<file path="src/rtl/mvb_decode_ctrl_if.sv">
// Bus bundle between the MVB receive decoder (master side) and its consumer (slave side).
// Stats ports exist only when MVB_RX_STATS_EN is defined.
interface mvb_decode_ctrl_if;
    logic        rx_in;
    logic [6:0]  exp_words;
    logic [15:0] rx_data;
    logic        rx_valid;
    logic [1:0]  frame_type;
    logic        frame_busy;
    logic [6:0]  word_cnt;
    logic        crc_err;
    logic        manch_err;
    logic        frame_done;
    logic        frame_ok;
`ifdef MVB_RX_STATS_EN
    logic [7:0]  frame_cnt;
    logic [7:0]  err_cnt;
`endif

    modport master (
        input  rx_in, exp_words,
        output rx_data, rx_valid, frame_type, frame_busy, word_cnt,
        output crc_err, manch_err, frame_done, frame_ok
`ifdef MVB_RX_STATS_EN
        , output frame_cnt, err_cnt
`endif
    );

    modport slave (
        output rx_in, exp_words,
        input  rx_data, rx_valid, frame_type, frame_busy, word_cnt,
        input  crc_err, manch_err, frame_done, frame_ok
`ifdef MVB_RX_STATS_EN
        , input frame_cnt, err_cnt
`endif
    );
endinterface

</file>
<file path="src/rtl/mvb_decode_ctrl.sv">
// MVB receive control: Manchester half-bit recovery, SD hunt, word/check decode, ED detection.
// Define MVB_RX_STATS_EN to add saturating good/bad frame counters.
module mvb_decode_ctrl #(
    parameter logic [15:0] MASTER_SD = 16'h9C6A,
    parameter logic [15:0] SLAVE_SD  = 16'h9A6C,
    parameter int unsigned IDLE_HB   = 8
) (
    input logic               clk_6M,
    input logic               rst,
    mvb_decode_ctrl_if.master bus
);
    typedef enum logic [2:0] {StIdle, StHunt, StData, StChk, StEd, StDone} state_e;

    localparam logic [7:0] IdleHbM1 = 8'(IDLE_HB - 1);

    logic        sync1, rx_s, rx_d, strobe;
    logic [7:0]  idle_cnt;
    state_e      state;
    logic [15:0] sr, word;
    logic        half, phase;
    logic [3:0]  bit_cnt;
    logic [1:0]  grp_cnt;
    logic [6:0]  crc, chk_sr, exp_q;
    logic        par;
    logic [15:0] rx_data;
    logic        rx_valid, frame_busy, crc_err, manch_err, frame_done, frame_ok;
    logic [1:0]  frame_type;
    logic [6:0]  word_cnt;

    logic        edge_det, idle_hit, pair_bad, bit_val, bit_good, crc_fb, abort, grp_end, ed_ok;
    logic [15:0] sr_nxt;
    logic [6:0]  crc_nxt;
    logic [7:0]  chk_exp;

    always_comb begin
        edge_det = rx_s ^ rx_d;
        idle_hit = strobe && !edge_det && (idle_cnt >= IdleHbM1);
        sr_nxt   = {sr[14:0], rx_s};
        // Valid cell is 10 or 01, so the bit value is the first half.
        pair_bad = (half == rx_s);
        bit_val  = half;
        bit_good = strobe && phase && !pair_bad;
        crc_fb   = bit_val ^ crc[6];
        crc_nxt  = {crc[5:0], 1'b0} ^ (crc_fb ? 7'h65 : 7'h00);
        chk_exp  = ~{crc, par ^ (^crc)};
        grp_end  = (grp_cnt == 2'd3) || (word_cnt + 7'd1 == exp_q);
        ed_ok    = half && rx_s;
        abort    = ((state == StData) || (state == StChk)) &&
                   (idle_hit || (strobe && phase && pair_bad));
    end

    always_ff @(posedge clk_6M) begin
        if (!rst) begin
            sync1    <= 1'b0;
            rx_s     <= 1'b0;
            rx_d     <= 1'b0;
            strobe   <= 1'b0;
            idle_cnt <= 8'd0;
        end else begin
            sync1  <= bus.rx_in;
            rx_s   <= sync1;
            rx_d   <= rx_s;
            strobe <= edge_det ? 1'b1 : ~strobe;
            if (edge_det) begin
                idle_cnt <= 8'd0;
            end else if (strobe && idle_cnt != 8'hFF) begin
                idle_cnt <= idle_cnt + 8'd1;
            end
        end
    end

    always_ff @(posedge clk_6M) begin
        if (!rst) begin
            state      <= StIdle;
            sr         <= 16'd0;
            word       <= 16'd0;
            half       <= 1'b0;
            phase      <= 1'b0;
            bit_cnt    <= 4'd0;
            grp_cnt    <= 2'd0;
            crc        <= 7'd0;
            par        <= 1'b0;
            chk_sr     <= 7'd0;
            exp_q      <= 7'd0;
            rx_data    <= 16'd0;
            rx_valid   <= 1'b0;
            frame_type <= 2'b00;
            frame_busy <= 1'b0;
            word_cnt   <= 7'd0;
            crc_err    <= 1'b0;
            manch_err  <= 1'b0;
            frame_done <= 1'b0;
            frame_ok   <= 1'b0;
        end else begin
            rx_valid   <= 1'b0;
            frame_done <= 1'b0;
            frame_ok   <= 1'b0;
            if (strobe && !phase) begin
                half <= rx_s;
            end
            if (abort) begin
                manch_err  <= 1'b1;
                frame_busy <= 1'b0;
                frame_done <= 1'b1;
                state      <= StDone;
            end else begin
                unique case (state)
                    StIdle: begin
                        sr <= 16'd0;
                        if (rx_s && !rx_d) state <= StHunt;
                    end
                    StHunt: begin
                        if (idle_hit) begin
                            state <= StIdle;
                        end else if (strobe) begin
                            sr <= sr_nxt;
                            if (sr_nxt == MASTER_SD || sr_nxt == SLAVE_SD) begin
                                frame_type <= (sr_nxt == MASTER_SD) ? 2'b01 : 2'b10;
                                exp_q      <= bus.exp_words;
                                crc_err    <= 1'b0;
                                manch_err  <= 1'b0;
                                word_cnt   <= 7'd0;
                                frame_busy <= 1'b1;
                                phase      <= 1'b0;
                                bit_cnt    <= 4'd0;
                                grp_cnt    <= 2'd0;
                                crc        <= 7'd0;
                                par        <= 1'b0;
                                // A zero-word request still gets its (empty) check group.
                                state      <= (bus.exp_words == 7'd0) ? StChk : StData;
                            end
                        end
                    end
                    StData: begin
                        if (strobe) phase <= ~phase;
                        if (bit_good) begin
                            word    <= {word[14:0], bit_val};
                            crc     <= crc_nxt;
                            par     <= par ^ bit_val;
                            bit_cnt <= bit_cnt + 4'd1;
                            if (bit_cnt == 4'd15) begin
                                rx_data  <= {word[14:0], bit_val};
                                rx_valid <= 1'b1;
                                word_cnt <= word_cnt + 7'd1;
                                grp_cnt  <= grp_end ? 2'd0 : grp_cnt + 2'd1;
                                if (grp_end) state <= StChk;
                            end
                        end
                    end
                    StChk: begin
                        if (strobe) phase <= ~phase;
                        if (bit_good) begin
                            chk_sr  <= {chk_sr[5:0], bit_val};
                            bit_cnt <= bit_cnt + 4'd1;
                            if (bit_cnt == 4'd7) begin
                                if ({chk_sr, bit_val} != chk_exp) crc_err <= 1'b1;
                                crc     <= 7'd0;
                                par     <= 1'b0;
                                bit_cnt <= 4'd0;
                                state   <= (word_cnt < exp_q) ? StData : StEd;
                            end
                        end
                    end
                    StEd: begin
                        if (strobe) phase <= ~phase;
                        if (strobe && phase) begin
                            if (!ed_ok) manch_err <= 1'b1;
                            frame_ok   <= ed_ok && !crc_err && (word_cnt == exp_q);
                            frame_busy <= 1'b0;
                            frame_done <= 1'b1;
                            state      <= StDone;
                        end
                    end
                    StDone: begin
                        sr    <= 16'd0;
                        phase <= 1'b0;
                        state <= StIdle;
                    end
                    default: state <= StIdle;
                endcase
            end
        end
    end

    assign bus.rx_data    = rx_data;
    assign bus.rx_valid   = rx_valid;
    assign bus.frame_type = frame_type;
    assign bus.frame_busy = frame_busy;
    assign bus.word_cnt   = word_cnt;
    assign bus.crc_err    = crc_err;
    assign bus.manch_err  = manch_err;
    assign bus.frame_done = frame_done;
    assign bus.frame_ok   = frame_ok;

`ifdef MVB_RX_STATS_EN
    logic [7:0] frame_cnt, err_cnt;

    always_ff @(posedge clk_6M) begin
        if (!rst) begin
            frame_cnt <= 8'd0;
            err_cnt   <= 8'd0;
        end else if (frame_done) begin
            if (frame_ok && frame_cnt != 8'hFF) frame_cnt <= frame_cnt + 8'd1;
            if (!frame_ok && err_cnt != 8'hFF) err_cnt <= err_cnt + 8'd1;
        end
    end

    assign bus.frame_cnt = frame_cnt;
    assign bus.err_cnt   = err_cnt;
`endif
endmodule
</file>
<file path="src/flat_wrapper.sv">
// flat-port wrapper written by rule: the top's interface ports become plain ports
module mvb_decode_ctrl_flat 
#(
    parameter logic [15:0] MASTER_SD = 16'h9C6A,
    parameter logic [15:0] SLAVE_SD  = 16'h9A6C,
    parameter int unsigned IDLE_HB   = 8
)
  (clk_6M, rst, bus_rx_in, bus_exp_words, bus_rx_data, bus_rx_valid, bus_frame_type, bus_frame_busy, bus_word_cnt, bus_crc_err, bus_manch_err, bus_frame_done, bus_frame_ok);
  mvb_decode_ctrl_if bus_i ();
  input logic clk_6M;
  input logic rst;
  input wire logic [$bits(bus_i.rx_in)-1:0] bus_rx_in;
  input wire logic [$bits(bus_i.exp_words)-1:0] bus_exp_words;
  output wire logic [$bits(bus_i.rx_data)-1:0] bus_rx_data;
  output wire logic [$bits(bus_i.rx_valid)-1:0] bus_rx_valid;
  output wire logic [$bits(bus_i.frame_type)-1:0] bus_frame_type;
  output wire logic [$bits(bus_i.frame_busy)-1:0] bus_frame_busy;
  output wire logic [$bits(bus_i.word_cnt)-1:0] bus_word_cnt;
  output wire logic [$bits(bus_i.crc_err)-1:0] bus_crc_err;
  output wire logic [$bits(bus_i.manch_err)-1:0] bus_manch_err;
  output wire logic [$bits(bus_i.frame_done)-1:0] bus_frame_done;
  output wire logic [$bits(bus_i.frame_ok)-1:0] bus_frame_ok;
  assign bus_i.rx_in = bus_rx_in;
  assign bus_i.exp_words = bus_exp_words;
  assign bus_rx_data = bus_i.rx_data;
  assign bus_rx_valid = bus_i.rx_valid;
  assign bus_frame_type = bus_i.frame_type;
  assign bus_frame_busy = bus_i.frame_busy;
  assign bus_word_cnt = bus_i.word_cnt;
  assign bus_crc_err = bus_i.crc_err;
  assign bus_manch_err = bus_i.manch_err;
  assign bus_frame_done = bus_i.frame_done;
  assign bus_frame_ok = bus_i.frame_ok;
  mvb_decode_ctrl #(.MASTER_SD(MASTER_SD), .SLAVE_SD(SLAVE_SD), .IDLE_HB(IDLE_HB)) u_core (.clk_6M(clk_6M), .rst(rst), .bus(bus_i));
endmodule
</file>
<file path="config.mk">
export PLATFORM = sky130hd
export DESIGN_NAME = mvb_decode_ctrl_flat
export DESIGN_NICKNAME = d
export VERILOG_FILES = /design/src/rtl/mvb_decode_ctrl_if.sv /design/src/rtl/mvb_decode_ctrl.sv /design/src/flat_wrapper.sv
export SDC_FILE = /design/constraint.sdc
export NUM_CORES = 1
export LEC_CHECK = 0
export ABC_AREA = 1
export ABC_CLOCK_PERIOD_IN_PS = 1800
export CORE_ASPECT_RATIO = 0.6
export CORE_MARGIN = 2
export CORE_UTILIZATION = 53
export CTS_CLUSTER_DIAMETER = 200
export DETAILED_ROUTE_END_ITERATION = 12
export HOLD_SLACK_MARGIN = 0.06
export PLACE_DENSITY = 0.83
export SLEW_MARGIN = 0
export SYNTH_ARGS = -nofsm -noshare
export SYNTH_HDL_FRONTEND = slang
export SYNTH_SLANG_ARGS = --single-unit
</file>
<file path="constraint.sdc">
create_clock -name clk_6M -period 1.8 [get_ports clk_6M]
set_input_delay 0.18 -clock clk_6M [delete_from_list [all_inputs] [get_ports clk_6M]]
set_output_delay 0.18 -clock clk_6M [all_outputs]
set_load 0.05 [all_outputs]
</file>
# Yosys cells after proc, flatten, opt, wreduce, memory -nomap -nowiden
# Index checks and enable logic that the tools add are counted.
op_classes:
  add_sub_neg: 4
  order_cmp: 2
  n_eq_ne: 42
  muxes: 70
  bitwise_logic: 15
  n_reduce_logical: 51
ops:
  columns: ["operator", "n"]
  rows:
  - ["$mux 7", 9]
  - ["$mux 3", 12]
  - ["$eq 16x16->1 const B", 2]
  - ["$mux 15", 2]
  - ["$pmux 15 s2", 1]
  - ["$ne 3x1->1 const B", 9]
  - ["$mux 4", 6]
  - ["$mux 1", 23]
  - ["$pmux 7 s3", 1]
  - ["$reduce_and 9->1", 2]
  - ["$ne 2x1->1 const B", 8]
  - ["$reduce_and 8->1", 2]
  - ["$pmux 3 s5", 1]
  - ["$eq 7x7->1", 2]
  - ["$mux 2", 7]
  - ["$pmux 7 s2", 1]
  - ["$reduce_and 7->1", 2]
  - ["$logic_and 1x1->1", 12]
  - ["$pmux 4 s3", 1]
  - ["$reduce_and 6->1", 2]
  - ["$reduce_and 5->1", 2]
  - ["$ne 3x2->1 const B", 3]
  - ["$not 1->1", 9]
  - ["$reduce_bool 3->1", 3]
  - ["35 further kinds", 62]
totals:
  register_bits: 106
  in_bits: 10
  output_inout_bits: 31
  word_cells: 210

# Longest topological paths before layout
# Gate-level depths: netlist of the first run.
logic_depth:
  ltp_word: 8
  ltp_mapped: 16
  depth_no_buf: 16

# Least setup slack after synthesis of the first run
# Ideal clock, no wire load.
synth_path:
  kind: "reg2reg"
  startpoint: "register u_core.word_cnt[0], in the netlist u_core.bus.word_cnt[0]"
  endpoint: "register u_core.state[1]"
  setup_ps: 115
  t_arrival_ps: 1971
  required_ps: 1685
  setup_slack_ps: -286
  stages_incl_launch_ff: 13
  n_path_buf: 0
  period_less_slack_ps: 2086
  path_cell_list: "dfxtp_1 ha_1 nand4_1 nand2_1 nand2_1 nand3_1 nor2_1 nand3_1 nand2_1 nor2_1 inv_1 a21oi_1 nor2_1"
synth_via:
  elab_chain_cells: 5
  elab_cells_between_ends: 10
  classes_between: "1 x add/sub; 1 x order compare; 2 x eq/ne; 4 x mux; 2 x reduce/logical"
synth_lines:
  columns: ["item", "line_no", "text"]
  rows:
  - ["start: declaration", "mvb_decode_ctrl.sv:28", "logic [6:0] word_cnt;"]
  - ["start signal: assignment", "mvb_decode_ctrl.sv:144", "word_cnt <= word_cnt + 7'd1;"]
  - ["$add 7x1->7 / $lt 7x7->1 (equally long branches)", "mvb_decode_ctrl.sv:46, mvb_decode_ctrl.sv:160", null]
  - ["$eq 7x7->1 / $mux 3 (equally long branches)", "mvb_decode_ctrl.sv:46, mvb_decode_ctrl.sv:160", null]
  - ["$logic_or 1x1->1 / $mux 3 (equally long branches)", "mvb_decode_ctrl.sv:46, mvb_decode_ctrl.sv:155", null]
  - ["$ne 2x1->1 (no line) / $mux 3 (equally long branches)", null, null]
  - ["$reduce_and 9->1 (no line) / $pmux 3 s5 (equally long branches)", null, null]
  - ["end signal: assignment", "mvb_decode_ctrl.sv:74", "state <= StIdle;"]
  - ["end signal: assignment", "mvb_decode_ctrl.sv:105", "state <= StDone;"]
  - ["end signal: assignment", "mvb_decode_ctrl.sv:110", "if (rx_s && !rx_d) state <= StHunt;"]
  - ["end: declaration", "mvb_decode_ctrl.sv:18", "state_e state;"]
# Several ways; a longest one is shown, not always the timed one. The select of a mux whose other input is x is not followed.
# A chain may end at the register's enable or synchronous reset.

# Final worst setup path of the first run
layout_path:
  startpoint: "register u_core.bit_cnt[0]"
  endpoint: "register u_core.word_cnt[4], in the netlist u_core.bus.word_cnt[4]"
layout_via:
  elab_chain_cells: 3
layout_lines:
  columns: ["item", "line_no", "text"]
  rows:
  - ["start: declaration", "mvb_decode_ctrl.sv:21", "logic [3:0] bit_cnt;"]
  - ["start signal: assignment", "mvb_decode_ctrl.sv:140", "bit_cnt <= bit_cnt + 4'd1;"]
  - ["start signal: assignment", "mvb_decode_ctrl.sv:154", "bit_cnt <= bit_cnt + 4'd1;"]
  - ["$eq 4x4->1", "mvb_decode_ctrl.sv:141", "if (bit_cnt == 4'd15) begin"]
  - ["$ne 2x2->1 (no line)", null, null]
  - ["$reduce_and 7->1 (no line)", null, null]
# Every way passes these cells.

==> reports/qor.txt, run 1 <==
Outcome: complete, but fails checks
Violated checks: negative setup slack
Inst Count DP: 909
Clock buffers created by TritonCTS: 9
Layout cell share with drive strength beyond 1: 34.5%
Total of flip-flops plus latches after synthesis: 106
Ant diodes: 0
Yosys cell types: 46
Simple-Gate Fraction of Synth Area: 28.6%
Worst reg2reg path depth: 15
Final setup violation count: 22
DRT iter0 DRCs: 444
Max-slew headroom at the worst pin: 64.3%
Non-filler cells, final: 950
I/O pin count: 41
Port Buf Inserts: 40
GPL Wtd Cong: 0.942
Fmax: 518 MHz
Syn nets: 719
Critical path origin: u_core.bit_cnt[0]
Die Span X: 133 um
Number of filler cells placed in the layout: 646
Crit start category: flip-flop
Setup repair after global routing missed its margin: true
Clock tree sinks: 106
Post-synthesis sequential area ratio: 40.0%
Area used by sequential logic in the layout: 2150 sq um
Clock-pin slew reported for the worst setup and hold paths after clock tree synthesis: 0.07 ns
Cell Rows: 28
Remaining global-route overflow: 0
Initial core utilization: 54.1%
R2R Setup Slk: -0.13 ns
Endpoint of the worst register-to-register path: u_core.bus.word_cnt[4]
Floorplan Core Area: 9810 sq um
Required time at the endpoint of the critical path: 2.03 ns
Share of the synthesized area in compound gates (AO/OA/AOI/OAI): 16.6%
Number of hold-slack violations in the final timing report: 0
Maximum number of pins on one net before global-route repair: 41
Mux cell area share after synthesis: 0%
Commonest non-fill, non-tap cell in the layout: sky130_fd_sc_hd__dfxtp_1
Adder-Cell Fraction of Synth Area: 3.06%
First-pass iteration count of the detailed router: 5
Synthesis warning total: 0
Number of antenna violations at the first check in global routing: 0
Prevailing post-synth register cell: sky130_fd_sc_hd__dfxtp_1
WL/cell: 16.9 um
Die extent in y: 81.5 um
Largest family of logic cells by synthesized area: simple AND/OR/NAND/NOR gates
Vias in the first global route: 4,762
Cell area after technology mapping: 5310 sq um
Fin worst setup slack: -0.130 ns
Layout Area Growth over Synthesis: 39.1%
Mapped Avg Cell Area: 7.63 sq um
Final HPWL from detailed placement: 10,500 um
DIE AREA: 10,900 sq um
Cts hold-fix bufs: 0
Clock latency on the worst-skew pair: 0.36 ns
Antenna Nets Post-Route: 0
Maximum count of clock buffers along a single path: 2
TritonCTS clock tree: built
Max capacitance violation total: 0
Class of the tightest hold or removal check: in -> reg
Overall routing resource usage: 27.2%
CTS HTree Levels: 3
Max Clock Skew: 0.00974 ns
First-pass GRT wire length: 23,100 um
Synthesized netlist cell count: 696
Final routed DRC violation total: 0
Crit Path Max Fanout: 6
Worst reg2reg path startpoint: u_core.bit_cnt[0]
Crit path capture type: flip-flop
Async S/R FF share, synth: 0%
Via count: 5,349
Highest-count cells in the layout ignoring fill and taps: 88 x sky130_fd_sc_hd__dfxtp_1, 72 x sky130_fd_sc_hd__inv_1, 71 x sky130_fd_sc_hd__nand2_1
Static leakage: 0.00307 uW
Post-DR vias/cell: 5.63
Area used by multi-input combinational logic: 3230 sq um
WP data arrival: 2.16 ns
Worst hold slack across all endpoints: 0.189 ns
Number of nets in the layout: 833
CP Capture Point: u_core.bus.word_cnt[4]
Post-synth EDFFs: 0
Final worst path period share: 107%
Category of the critical setup timing path: reg -> reg
Shortest clock period the worst path allows after layout: 1.93 ns
IR drop worst, VDD: 732 uV
Number of max-slew violations in the final report: 0
Wirelength, routed: 16,100 um
Xor and xnor area share after synthesis: 3.13%
Power per unit of standard cell area: 1260 nW/um^2
Root buffer selected by CTS: sky130_fd_sc_hd__clkbuf_16
Worst-margin pin slew: 0.534 ns
[per-layer routing]
layer | GRT usage, % | part of all wire, % | vias up
li1 | - | - | 2542
met1 | 35.0 | 43 | 2517
met2 | 44.4 | 47 | 237
met3 | 7.10 | 7.1 | 53
met4 | 10.9 | 3.1 | 0
met5 | 0 | 0 | -
[sequential cells by signal (all words and copies together) (netlist names), 2 cells and up]
register and cells:
u_core.bit_cnt 4, u_core.bus.frame_type 2, u_core.bus.rx_data 16, u_core.bus.word_cnt 7, u_core.chk_sr 7, u_core.crc 7, u_core.exp_q 7, u_core.grp_cnt 2
u_core.idle_cnt 8, u_core.sr 15, u_core.state 3, u_core.word 15
[how the worst min path moves through the flow]
stage               cells after the start                      to          from
global placement                        2             u_core.rx_s  u_core.sync1
CTS                                     3  u_core.bus.rx_data[15]           rst
detailed placement                      2             u_core.rx_s  u_core.sync1
global route                            3  u_core.bus.rx_data[13]           rst
finish                                  3         u_core.word[14]           rst
floorplan                               2            u_core.sync1     bus_rx_in
[power breakdown]
group          leakage [uW]  switching [uW]  internal [uW]
sequential         0.000867             314           2570
clock              0.000151             887           1210
combinational       0.00206            2550           1740
total               0.00307            3750           5520
[stage by stage]
step	instance area, sq um	setup WS, ns	total power, uW	util (%)	TNS (ns)
after global placement	6260	-0.0965	6060	63.8	-0.666
after floorplan	5330	0.00303	5110	-	0
final	7380	-0.130	9270	75.3	-0.795
after detailed placement	6260	-0.150	6200	63.8	-1.59
after CTS	6770	-0.0170	8460	69.0	-0.0170
after global routing	7380	-0.184	9680	75.3	-4.33
[synthesized netlist by cell type, drive strengths merged (2+ instances only)]
library cell / number / area (sq um)
nor3: 14 / 119
xor2: 9 / 78.8
a21oi: 60 / 319
dfxtp: 106 / 2120
clkbuf: 12 / 45.0
nor2: 85 / 408
nor4: 5 / 52.6
a31oi: 3 / 25.0
nand4: 20 / 125
o21ai: 88 / 489
or2: 3 / 18.8
inv: 92 / 350
xnor2: 10 / 87.6
nand3: 51 / 313
ha: 13 / 163
buf: 8 / 62.6
nand2: 109 / 467
a211oi: 2 / 15.0
[repair_timing]
item	CTS	global route
gates cloned	0	2
setup buffers	7	16
pin swaps	13	46
gates resized for setup	37	137
setup endpoints to repair	36	83
[final cells by class]
cell class	instances	share of cell area (%)
repair buffers	122	15.6
flip-flops and latches	106	29.2
clock buffers	13	3.68
clock inverters	3	0.627
well taps	135	2.29
multi-input cells	479	43.7
inverters	92	4.95
[cells by family (layout without fill, tap and decap cells)]
logic type | Yosys count | after routing
compound gates | 157 | 157
xor+xnor | 19 | 19
fa+ha+maj | 13 | 13
buf+inv | 112 | 230
flops | 106 | 106
simple gates | 289 | 290
[critical path, cell delays in order (launching register included)]
cell and delay [ns]:
sky130_fd_sc_hd__dfxtp_2 0.36, sky130_fd_sc_hd__ha_4 0.15, sky130_fd_sc_hd__nand2_2 0.07, sky130_fd_sc_hd__nor2_1 0.13, sky130_fd_sc_hd__inv_1 0.09, sky130_fd_sc_hd__nand2_1 0.10, sky130_fd_sc_hd__nand2_1 0.08, sky130_fd_sc_hd__inv_2 0.07
sky130_fd_sc_hd__nand2_1 0.07, sky130_fd_sc_hd__inv_1 0.07, sky130_fd_sc_hd__nand2_2 0.07, sky130_fd_sc_hd__nor2_4 0.19, sky130_fd_sc_hd__buf_12 0.14, sky130_fd_sc_hd__o21ai_2 0.06, sky130_fd_sc_hd__o21ai_1 0.10, sky130_fd_sc_hd__nor2_2 0.07
Power figures use the tool's default switching activity.
==> run 2: changes to the inputs <==
--- a/config.mk
+++ b/config.mk
@@ -12,8 +12,9 @@
 export CORE_UTILIZATION = 53
 export CTS_CLUSTER_DIAMETER = 200
 export DETAILED_ROUTE_END_ITERATION = 12
+export DONT_BUFFER_PORTS = 1
 export HOLD_SLACK_MARGIN = 0.06
-export PLACE_DENSITY = 0.83
+export PLACE_DENSITY = 0.78
 export SLEW_MARGIN = 0
 export SYNTH_ARGS = -nofsm -noshare
 export SYNTH_HDL_FRONTEND = slang
==> reports/qor.txt, run 2 (synthesis results as in run 1) <==
Final setup violation count: 12 (-45%)
Leading registers by flop count: u_core.bus.rx_data (16), u_core.sr (15), u_core.word (15)
Static leakage: 0.00277 uW (-9.9%)
Part of the power in the clock network: 22.2% (-0.4 points)
Antenna Nets Post-Route: 0 (unchanged)
Via count: 5,116 (-4.4%)
Remaining global-route overflow: 0 (unchanged)
Max-slew headroom at the worst pin: 61.4% (-2.9 points)
Final routed DRC violation total: 0 (unchanged)
First-pass GRT wire length: 22,500 um (-2.6%)
Outcome: complete, but fails checks
Post-detailed-placement cell area: 5830 sq um (-7.0%)
Shortest clock period the worst path allows after layout: 1.86 ns (-0.0702 ns)
CTS HTree Levels: 3 (unchanged)
DIE AREA: 10,900 sq um (unchanged)
Crit start category: flip-flop
Sw power: 3560 uW (-5.2%)
Worst-margin pin slew: 0.578 ns (+0.0444 ns)
Top reg by flops: u_core.bus.rx_data
Hold worst-path end: u_core.sr[1]
Number of antenna violations at the first check in global routing: 0 (unchanged)
Ant diodes: 0 (unchanged)
Worst path cell trace: nor3_4, buf_6, a31oi_4, nand2_2, nand2_4, inv_4, nand2_4, nor3_4, o21ai_1, nor2_1
Worst reg2reg path depth: 10 (-5)
Design Area, Final: 6760 sq um (-8.4%)
Clock buffers created by TritonCTS: 9 (unchanged)
Inst Count DP: 867 (-4.6%)
Overall routing resource usage: 26.1% (-1.0 points)
Number of max-slew violations in the final report: 0 (unchanged)
Layout cell share with drive strength beyond 1: 31.3% (-3.2 points)
Worst Setup Slack post-DPL: -0.119 ns (+0.0304 ns)
Highest-count cells in the layout ignoring fill and taps: 88 x sky130_fd_sc_hd__dfxtp_1, 76 x sky130_fd_sc_hd__nand2_1, 72 x sky130_fd_sc_hd__inv_1
Critical path origin: u_core.idle_cnt[7]
Max Clock Skew: 0.0141 ns (+0.00436 ns)
Power per unit of standard cell area: 1260 nW/um^2 (+0.63%)
Max capacitance violation total: 0 (unchanged)
Required time at the endpoint of the critical path: 2.08 ns (+0.05 ns)
GPL Wtd Cong: 0.904 (-4.0%)
WP data arrival: 2.14 ns (-0.02 ns)
WL/cell: 16.4 um (-3.1%)
Combinational share of power: 43.3% (-3.0 points)
TritonCTS clock tree: built
Slowest CP cell: sky130_fd_sc_hd__dfxtp_2
R2R Setup Slk: -0.06 ns (+0.07 ns)
Net switching fraction of the power: 41.6% (+1.2 points)
Die extent in y: 81.5 um (unchanged)
Clock-pin slew reported for the worst setup and hold paths after clock tree synthesis: 0.07 ns (about the same)
Vias in the first global route: 4,601 (-3.4%)
Fin worst setup slack: -0.0599 ns (+0.0702 ns)
Buf+Inv Stages, Crit Path: 2 (-2)
Root buffer selected by CTS: sky130_fd_sc_hd__clkbuf_16
Kind of cell adding the most delay to the critical path: simple AND/OR/NAND/NOR gates
Critical path's largest stage delay: 0.35 ns (about the same)
Wirelength, routed: 14,900 um (-7.1%)
Post-DR vias/cell: 5.62 (-0.26%)
Violated checks: negative setup slack
Crit path capture type: flip-flop
Number of hold-slack violations in the final timing report: 0 (unchanged)
Final worst path period share: 103% (-3.9 points)
First-pass iteration count of the detailed router: 5 (unchanged)
Worst min-delay path startpoint: rst
Fmax: 538 MHz (+3.8%)
Clock tree sinks: 106 (unchanged)
Non-filler cells, final: 911 (-4.1%)
Setup TNS: -0.323 ns (+0.471 ns)
Port Buf Inserts: 0 (-100%)
Endpoint of the worst register-to-register path: u_core.crc[2]
Clock latency on the worst-skew pair: 0.35 ns (about the same)
Setup repair after global routing missed its margin: true
Post-layout power: 8540 uW (-7.8%)
Sequential share of power: 34.5% (+3.3 points)
DRT iter0 DRCs: 508 (+14%)
Layout Area Growth over Synthesis: 27.4%
Maximum number of pins on one net before global-route repair: 68 (+66%)
Category of the critical setup timing path: reg -> reg
Floorplan Core Area: 9810 sq um (unchanged)
Cell Rows: 28 (unchanged)
IR drop worst, VDD: 750 uV (+2.5%)
Worst reg2reg path startpoint: u_core.idle_cnt[7]
Final HPWL from detailed placement: 9860 um (-5.9%)
Flip-flop count of the largest register, all copies and words added: 16 (unchanged)
Number of nets in the layout: 794 (-4.7%)
Maximum count of clock buffers along a single path: 2 (unchanged)
Die Span X: 133 um (unchanged)
Class of the tightest hold or removal check: in -> reg
I/O pin count: 41 (unchanged)
Int Pwr: 4990 uW (-9.7%)
Initial core utilization: 54.1% (unchanged)
Depth of the worst hold-timing path: 3 (unchanged)
Commonest non-fill, non-tap cell in the layout: sky130_fd_sc_hd__dfxtp_1
Crit Path Max Fanout: 7 (+1)
==> run 2: worst max-delay path by stage <==
stage          cells past startpoint              end  slack [ns]
2_1_floorplan                     13  u_core.state[1]       0.003
3_3_place_gp                       9  u_core.exp_q[4]       -0.08
3_5_place_dp                      12    u_core.crc[1]       -0.12
4_1_cts                           12    u_core.crc[1]       -0.05
5_1_grt                           15  u_core.state[0]       -0.19
6_report                          10    u_core.crc[2]       -0.06
==> run 2: tightest hold or removal path, cell delays in order <==
cell and delay (ns):
sky130_fd_sc_hd__nand2_2 0.07, sky130_fd_sc_hd__buf_6 0.13, sky130_fd_sc_hd__o21ai_1 0.06
==> run 2: repair_timing <==
item,4_1_cts,5_1_grt
endpoints found under the hold margin,74,1
pin swaps,17,39
setup endpoints to repair,36,69
resized for setup,26,93
buffers inserted,9,10
hold buffers,10,1
==> run 2: final cells by class <==
cell class / instances / area, sq um
inverters: 92 / 358
repair buffers: 84 / 732
clock buffers: 10 / 239
well taps: 135 / 169
fillers: 762 / 3050
flip-flops and latches: 106 / 2160
multi-input cells: 478 / 3060
clock inverters: 6 / 45.0
==> run 2: through the flow <==
step	hold WS, ns	utilization, %
global route	0.135	68.9
global placement	0.284	59.4
floorplan	0.278	-
finish	0.143	68.9
CTS	0.0636	65.1
detailed placement	0.285	59.4
==> run 2: metal layers <==
metal	GRT usage, %	up-vias	part of all wire [%]
met2	40.8	222	45
met4	7.34	0	2.6
met1	35.6	2397	44
met5	0	-	0
li1	-	2456	-
met3	7.72	41	7.6
==> run 2: power groups by stage <==
stage	Combinational, uW	Sequential, uW	Clock, uW
after detailed placement	3070	2940	0
after global routing	3990	2970	2020
after global placement	2990	2920	0
after floorplan	2030	3080	0
final	3700	2950	1890
after CTS	3190	2890	1920
==> run 3: changes to the inputs <==
--- a/config.mk
+++ b/config.mk
@@ -14,7 +14,7 @@
 export DETAILED_ROUTE_END_ITERATION = 12
 export DONT_BUFFER_PORTS = 1
 export HOLD_SLACK_MARGIN = 0.06
-export PLACE_DENSITY = 0.78
+export PLACE_DENSITY = 0.7
 export SLEW_MARGIN = 0
 export SYNTH_ARGS = -nofsm -noshare
 export SYNTH_HDL_FRONTEND = slang
==> reports/qor.txt, run 3 (synthesis results as in run 1) <==
Outcome: complete, but fails checks
Violated checks: negative setup slack
Met3 track demand over resource in global routing: 4.51% (-3.2 points)
Number of hold-slack violations in the final timing report: 0 (unchanged)
Worst min-delay path startpoint: rst
Max capacitance violation total: 0 (unchanged)
Category of the critical setup timing path: reg -> reg
Vias in the first global route: 4,379 (-4.8%)
Net switching fraction of the power: 41.3% (-0.32 points)
Depth of the worst hold-timing path: 2 (-1)
Layout cell share with drive strength beyond 1: 33.8% (+2.5 points)
Worst-margin pin slew: 0.605 ns (+0.0271 ns)
Flip-flop count of the largest register, all copies and words added: 16 (unchanged)
Clock tree sinks: 106 (unchanged)
Setup repair after global routing missed its margin: true
Root buffer selected by CTS: sky130_fd_sc_hd__clkbuf_16
Part of the power in the clock network: 20.7% (-1.5 points)
Top reg by flops: u_core.bus.rx_data
Met1 demand-to-capacity share in global routing: 36.9% (+1.3 points)
Number of max-slew violations in the final report: 0 (unchanged)
IR drop worst, VDD: 829 uV (+11%)
Commonest non-fill, non-tap cell in the layout: sky130_fd_sc_hd__dfxtp_1
Wirelength, routed: 14,600 um (-2.3%)
Setup TNS: -0.120 ns (+0.204 ns)
Clock latency on the worst-skew pair: 0.35 ns (about the same)
Class of the tightest hold or removal check: in -> reg
Number of nets in the layout: 802 (+1.0%)
Floorplan Core Area: 9810 sq um (unchanged)
Worst Setup Slack post-DPL: -0.103 ns (+0.0162 ns)
Sequential share of power: 33.3% (-1.2 points)
Sw power: 3660 uW (+2.9%)
DRT iter0 DRCs: 423 (-17%)
First-pass iteration count of the detailed router: 7 (+2)
Endpoint of the worst register-to-register path: u_core.state[1]
Clock buffers created by TritonCTS: 9 (unchanged)
Maximum number of pins on one net before global-route repair: 67 (-1.5%)
Crit path capture type: flip-flop
Number of antenna violations at the first check in global routing: 0 (unchanged)
First-pass GRT wire length: 21,700 um (-3.3%)
Layout Area Growth over Synthesis: 31.4%
Leading registers by flop count: u_core.bus.rx_data (16), u_core.sr (15), u_core.word (15)
Worst hold slack across all endpoints: 0.0906 ns (-0.0519 ns)
Clock-pin slew reported for the worst setup and hold paths after clock tree synthesis: 0.07 ns (about the same)
Number of filler cells placed in the layout: 764 (+0.26%)
Die extent in y: 81.5 um (unchanged)
Worst reg2reg path depth: 11 (+1)
Overall routing resource usage: 25.3% (-0.79 points)
DIE AREA: 10,900 sq um (unchanged)
Shortest clock period the worst path allows after layout: 1.88 ns (+0.0188 ns)
Static leakage: 0.00287 uW (+3.5%)
Cell Rows: 28 (unchanged)
Combinational share of power: 46.0% (+2.7 points)
WP data arrival: 2.12 ns (-0.02 ns)
Required time at the endpoint of the critical path: 2.04 ns (-0.04 ns)
WL/cell: 15.9 um (-3.2%)
Antenna Nets Post-Route: 0 (unchanged)
Final routed DRC violation total: 0 (unchanged)
Post-layout power: 8850 uW (+3.6%)
Grt met2 use: 39.6% (-1.1 points)
Port Buf Inserts: 0 (unchanged)
Highest-count cells in the layout ignoring fill and taps: 88 x sky130_fd_sc_hd__dfxtp_1, 72 x sky130_fd_sc_hd__inv_1, 70 x sky130_fd_sc_hd__nand2_1
Fmax: 532 MHz (-1.0%)
Final HPWL from detailed placement: 9520 um (-3.4%)
Crit start category: flip-flop
Power per unit of standard cell area: 1270 nW/um^2 (+0.50%)
Die Span X: 133 um (unchanged)
Initial core utilization: 54.1% (unchanged)
Via count: 5,109 (-0.14%)
Maximum count of clock buffers along a single path: 2 (unchanged)
CTS HTree Levels: 3 (unchanged)
Hold worst-path end: u_core.idle_cnt[7]
GPL Wtd Cong: 0.919 (+1.6%)
Final worst path period share: 104% (+1.0 points)
Ant diodes: 0 (unchanged)
Crit Path Max Fanout: 6 (-1)
Max-slew headroom at the worst pin: 59.6% (-1.8 points)
TritonCTS clock tree: built
Final setup violation count: 6 (-6)
Int Pwr: 5200 uW (+4.2%)
Post-DR vias/cell: 5.56 (-1.0%)
R2R Setup Slk: -0.08 ns (-0.02 ns)
Max Clock Skew: 0.0117 ns (-0.00242 ns)
Worst reg2reg path startpoint: u_core.bus.word_cnt[1]
Remaining global-route overflow: 0 (unchanged)
Layer with the highest usage: met2
I/O pin count: 41 (unchanged)
Fin worst setup slack: -0.0787 ns (-0.0188 ns)
[run 3: area by class of cell]
class / instances / area (sq um) / share of cell area [%]
clock buffer: 10 / 229 / 3.28
clock inverter: 6 / 41.3 / 0.592
inverter: 92 / 358 / 5.13
multi-input combinational: 478 / 3180 / 45.5
sequential: 106 / 2160 / 31.0
tap: 135 / 169 / 2.42
timing repair buffer: 92 / 837 / 12.0
[run 3: per-layer routing]
metal  part of all wire (%)  wire (um)
met2                     45       6580
met3                    7.5       1090
met5                      0          0
met1                     46       6770
met4                    1.1        157
[run 3: timing repair]
action                     CTS  global route
setup endpoints to repair   34            72
resized for setup           28           132
buffers inserted             9            15
pin swaps                   14            50
cloned                       0             1
hold buffers                 8             3
hold endpoints to repair    68             6
[run 3: worst max-delay path by stage]
| stage | start | end | cells after the start |
|---|---|---|---|
| CTS | u_core.rx_s | u_core.crc[4] | 10 |
| floorplan | u_core.bus.word_cnt[5] | u_core.state[1] | 13 |
| finish | u_core.bus.word_cnt[1] | u_core.state[1] | 11 |
| detailed placement | u_core.rx_s | u_core.crc[2] | 11 |
| global placement | u_core.rx_s | u_core.bus.word_cnt[1] | 10 |
| global route | u_core.idle_cnt[3] | u_core.crc[6] | 11 |
[run 3: power groups by stage]
stage	logic, uW	clock network, uW	registers, uW
2_1_floorplan	2030	0	3080
3_3_place_gp	3060	0	2940
3_5_place_dp	3100	0	2940
4_1_cts	3240	1860	2900
5_1_grt	4390	1950	2980
6_report	4070	1840	2950
[run 3: through the flow]
step / utilization [%] / cell area (sq um) / std cells
3_3_place_gp: 59.8 / 5870 / 869
4_1_cts: 65.4 / 6410 / 902
5_1_grt: 71.1 / 6970 / 919
3_5_place_dp: 59.8 / 5870 / 869
6_report: 71.1 / 6970 / 919
2_1_floorplan: - / 5330 / 696
[run 3: critical path, stage by stage (launching register included)]
cell	delay [ns]
sky130_fd_sc_hd__dfxtp_4	0.36
sky130_fd_sc_hd__buf_6	0.13
sky130_fd_sc_hd__ha_1	0.31
sky130_fd_sc_hd__nand2_1	0.08
sky130_fd_sc_hd__o21ai_1	0.16
sky130_fd_sc_hd__nand4_1	0.15
sky130_fd_sc_hd__nand3_2	0.14
sky130_fd_sc_hd__nor2_1	0.05
sky130_fd_sc_hd__nor3_1	0.19
sky130_fd_sc_hd__nand3_1	0.10
sky130_fd_sc_hd__nand2_1	0.06
sky130_fd_sc_hd__nor2_1	0.04
==> patch: new RTL, settings of run 1 <==
Re-encode `state_e` (6 states) as one-hot, 6 bits wide.
--- a/src/rtl/mvb_decode_ctrl.sv
+++ b/src/rtl/mvb_decode_ctrl.sv
@@ -9,7 +9,7 @@
     input logic               rst,
     mvb_decode_ctrl_if.master bus
 );
-    typedef enum logic [2:0] {StIdle, StHunt, StData, StChk, StEd, StDone} state_e;
+    typedef enum logic [5:0] {StIdle = 6'b000001, StHunt = 6'b000010, StData = 6'b000100, StChk = 6'b001000, StEd = 6'b010000, StDone = 6'b100000} state_e;
 
     localparam logic [7:0] IdleHbM1 = 8'(IDLE_HB - 1);
 
Function: same outputs for any inputs over 10 cycles, from zero or initial values and one cycle with rst low; not proved beyond that.
==> patch against run 1 <==
  * The flow still finishes with violations (negative setup slack)
  * Count of clock-buffer cells in the layout down 4
  * Worst hold slack better by 0.034 ns
  * Setup slack worse by 0.029 ns
  * Wire length down 4.7%
  * Area after synthesis up 1.2%
  * First-iteration DRC count down 19%
  * Sequential cell count up 3
  * Total power down 20%
  * Cell area down 4.8%
  * Critical endpoint is now u_core.exp_q[3]$_SDFFE_PN0P_
  * Largest cell class unchanged
  * Largest power group is now sequential cells
  * Highest routed layer unchanged
==> patch: results (changes against run 1) <==
first-pass GRT wire length 23.4 mm (+1.3%); drt pass-1 iters 5 (unchanged); adder and majority cell fraction of the synthesized area 0.0303 (-0.000357); Max VDD drop 0.665 mV (-9.1%); Setup crit start u_core.idle_cnt[0]$_SDFFE_PP0P_; parity-gate share of the synthesized area counting xor and xnor cells 0.0310 (-0.000365); Final Worst Setup Slack -0.159 ns (-0.0292 ns); number of gates given a new drive strength after cts 34 (-8.1%); largest registers u_core.bus.rx_data x16, u_core.sr x15, u_core.word x15; met2 Track Usage GR 0.428 (-0.0153); Ys Warns 0 (unchanged); routed wire length per instance 16.0 um (-5.3%); worst-case hold path end point u_core.bus.word_cnt[3]$_SDFFE_PN0P_; share of cells above drive strength 1 0.245 (-0.100); Yosys cell types 46 (unchanged); met3 Resource Use GR 0.0765 (+0.00556); met1 wire length 6.95 mm (+0.25%); via count of the first global-routing pass 4822 (+1.3%); total negative slack -3.70 ns (-2.91 ns); final net count 839 (+0.72%); post-route worst hold slack 0.222 ns (+0.0336 ns); Mean Syn Cell Area 7.46 um2 (-2.2%); Synth top cells by count 111 x nand2_1, 109 x dfxtp_1, 98 x inv_1; net switching power 2.87 mW (-23%); placer's final routability congestion estimate 1.08 (+14%); sum of net half-perimeters after detailed placement 10.5 mm (+0.22%); highest metal used met4; vias after detailed routing 5255 (-1.8%); via density per instance 5.50 (-2.4%); cell count after placement 923 (+1.5%); DR WL met2 6.94 mm (-7.7%); post-place instance area 0.00623 mm2 (-0.50%); Initial DRC Count 358 (-19%); mux cell area share after synthesis 0 (unchanged); count of final setup violators 59 (+170%); Port-buffer cells 40 (unchanged); LEAKAGE 2.84 nW (-7.5%); wire length on met3 1.20 mm (+4.8%); maximum fanout along the worst path 10 (+4); Setup Buffers After CTS 7 (unchanged); end point of the critical path u_core.exp_q[3]$_SDFFE_PN0P_; outcome finished, violations left; Post-Place Worst Slack -0.167 ns (-0.0172 ns); slew of the pin with the lowest slew margin 0.525 ns (-0.00825 ns); pin count of the biggest net entering global routing 58 (+41%); ranking of synthesized cells by area dfxtp_1 41%, nand2_1 7.8%, inv_1 6.8%, a21oi_1 5.9%, nor2_1 4.8%; endpoint of the worst register-to-register path u_core.exp_q[3]$_SDFFE_PN0P_; violated checks negative setup slack; largest incremental delay on the critical path 0.34 ns (-0.02 ns); register area share after synthesis 0.406 (+0.00653); met1 track demand over resource in global routing 0.371 (+0.0206); Compound-Gate Fraction of Synth Area 0.160 (-0.00613); combinational logic power 2.67 mW (-38%); Bufs on Longest Clock Path 2 (unchanged); post-synthesis net count 743 (+3.3%); overall global routing resource usage 0.272 (about the same); cell count of the worst reg-to-reg path 9 (-6); switching part of the total power 0.385 (-0.0195); sequential power 2.77 mW (-4%); clock skew after layout 0.0105 ns (+0.000763 ns)
[patch: changes by cell type in the layout (fill, tap and decap cells not counted), sizes merged, moves of 4 or more]
cell / change
a211oi: +5
inv: +15
nand2: +15
o32ai: +10
nand3: -4
clkbuf: -5
o21ai: -24
buf: -8
[patch: worst register-to-register path: cells and delay by family (launching register included)]
kind / cells / cell delay (ns)
AOI/OAI and AO/OA: 2 / 0.28
adders and majority gates: 1 / 0.16
buffers and inverters: 1 / 0.23
DFF: 1 / 0.34
and+or+nand+nor: 5 / 0.88
[patch: cells by family (layout without fill, tap and decap cells)]
kind of cell / count (synthesis) / after routing
buf+inv: 130 / 231
compound gates: 153 / 153
xor+xnor: 19 / 19
flops: 109 / 109
fa+ha+maj: 13 / 13
simple gates: 296 / 296
[patch: area by class of cell]
cell class / count / area, um2
fill: 733 / 2810
tap: 135 / 169
inverter: 104 / 395
clock inverter: 7 / 88.8
timing repair buffer: 111 / 981
clock buffer: 9 / 225
sequential: 109 / 2200
multi-input combinational: 481 / 2970
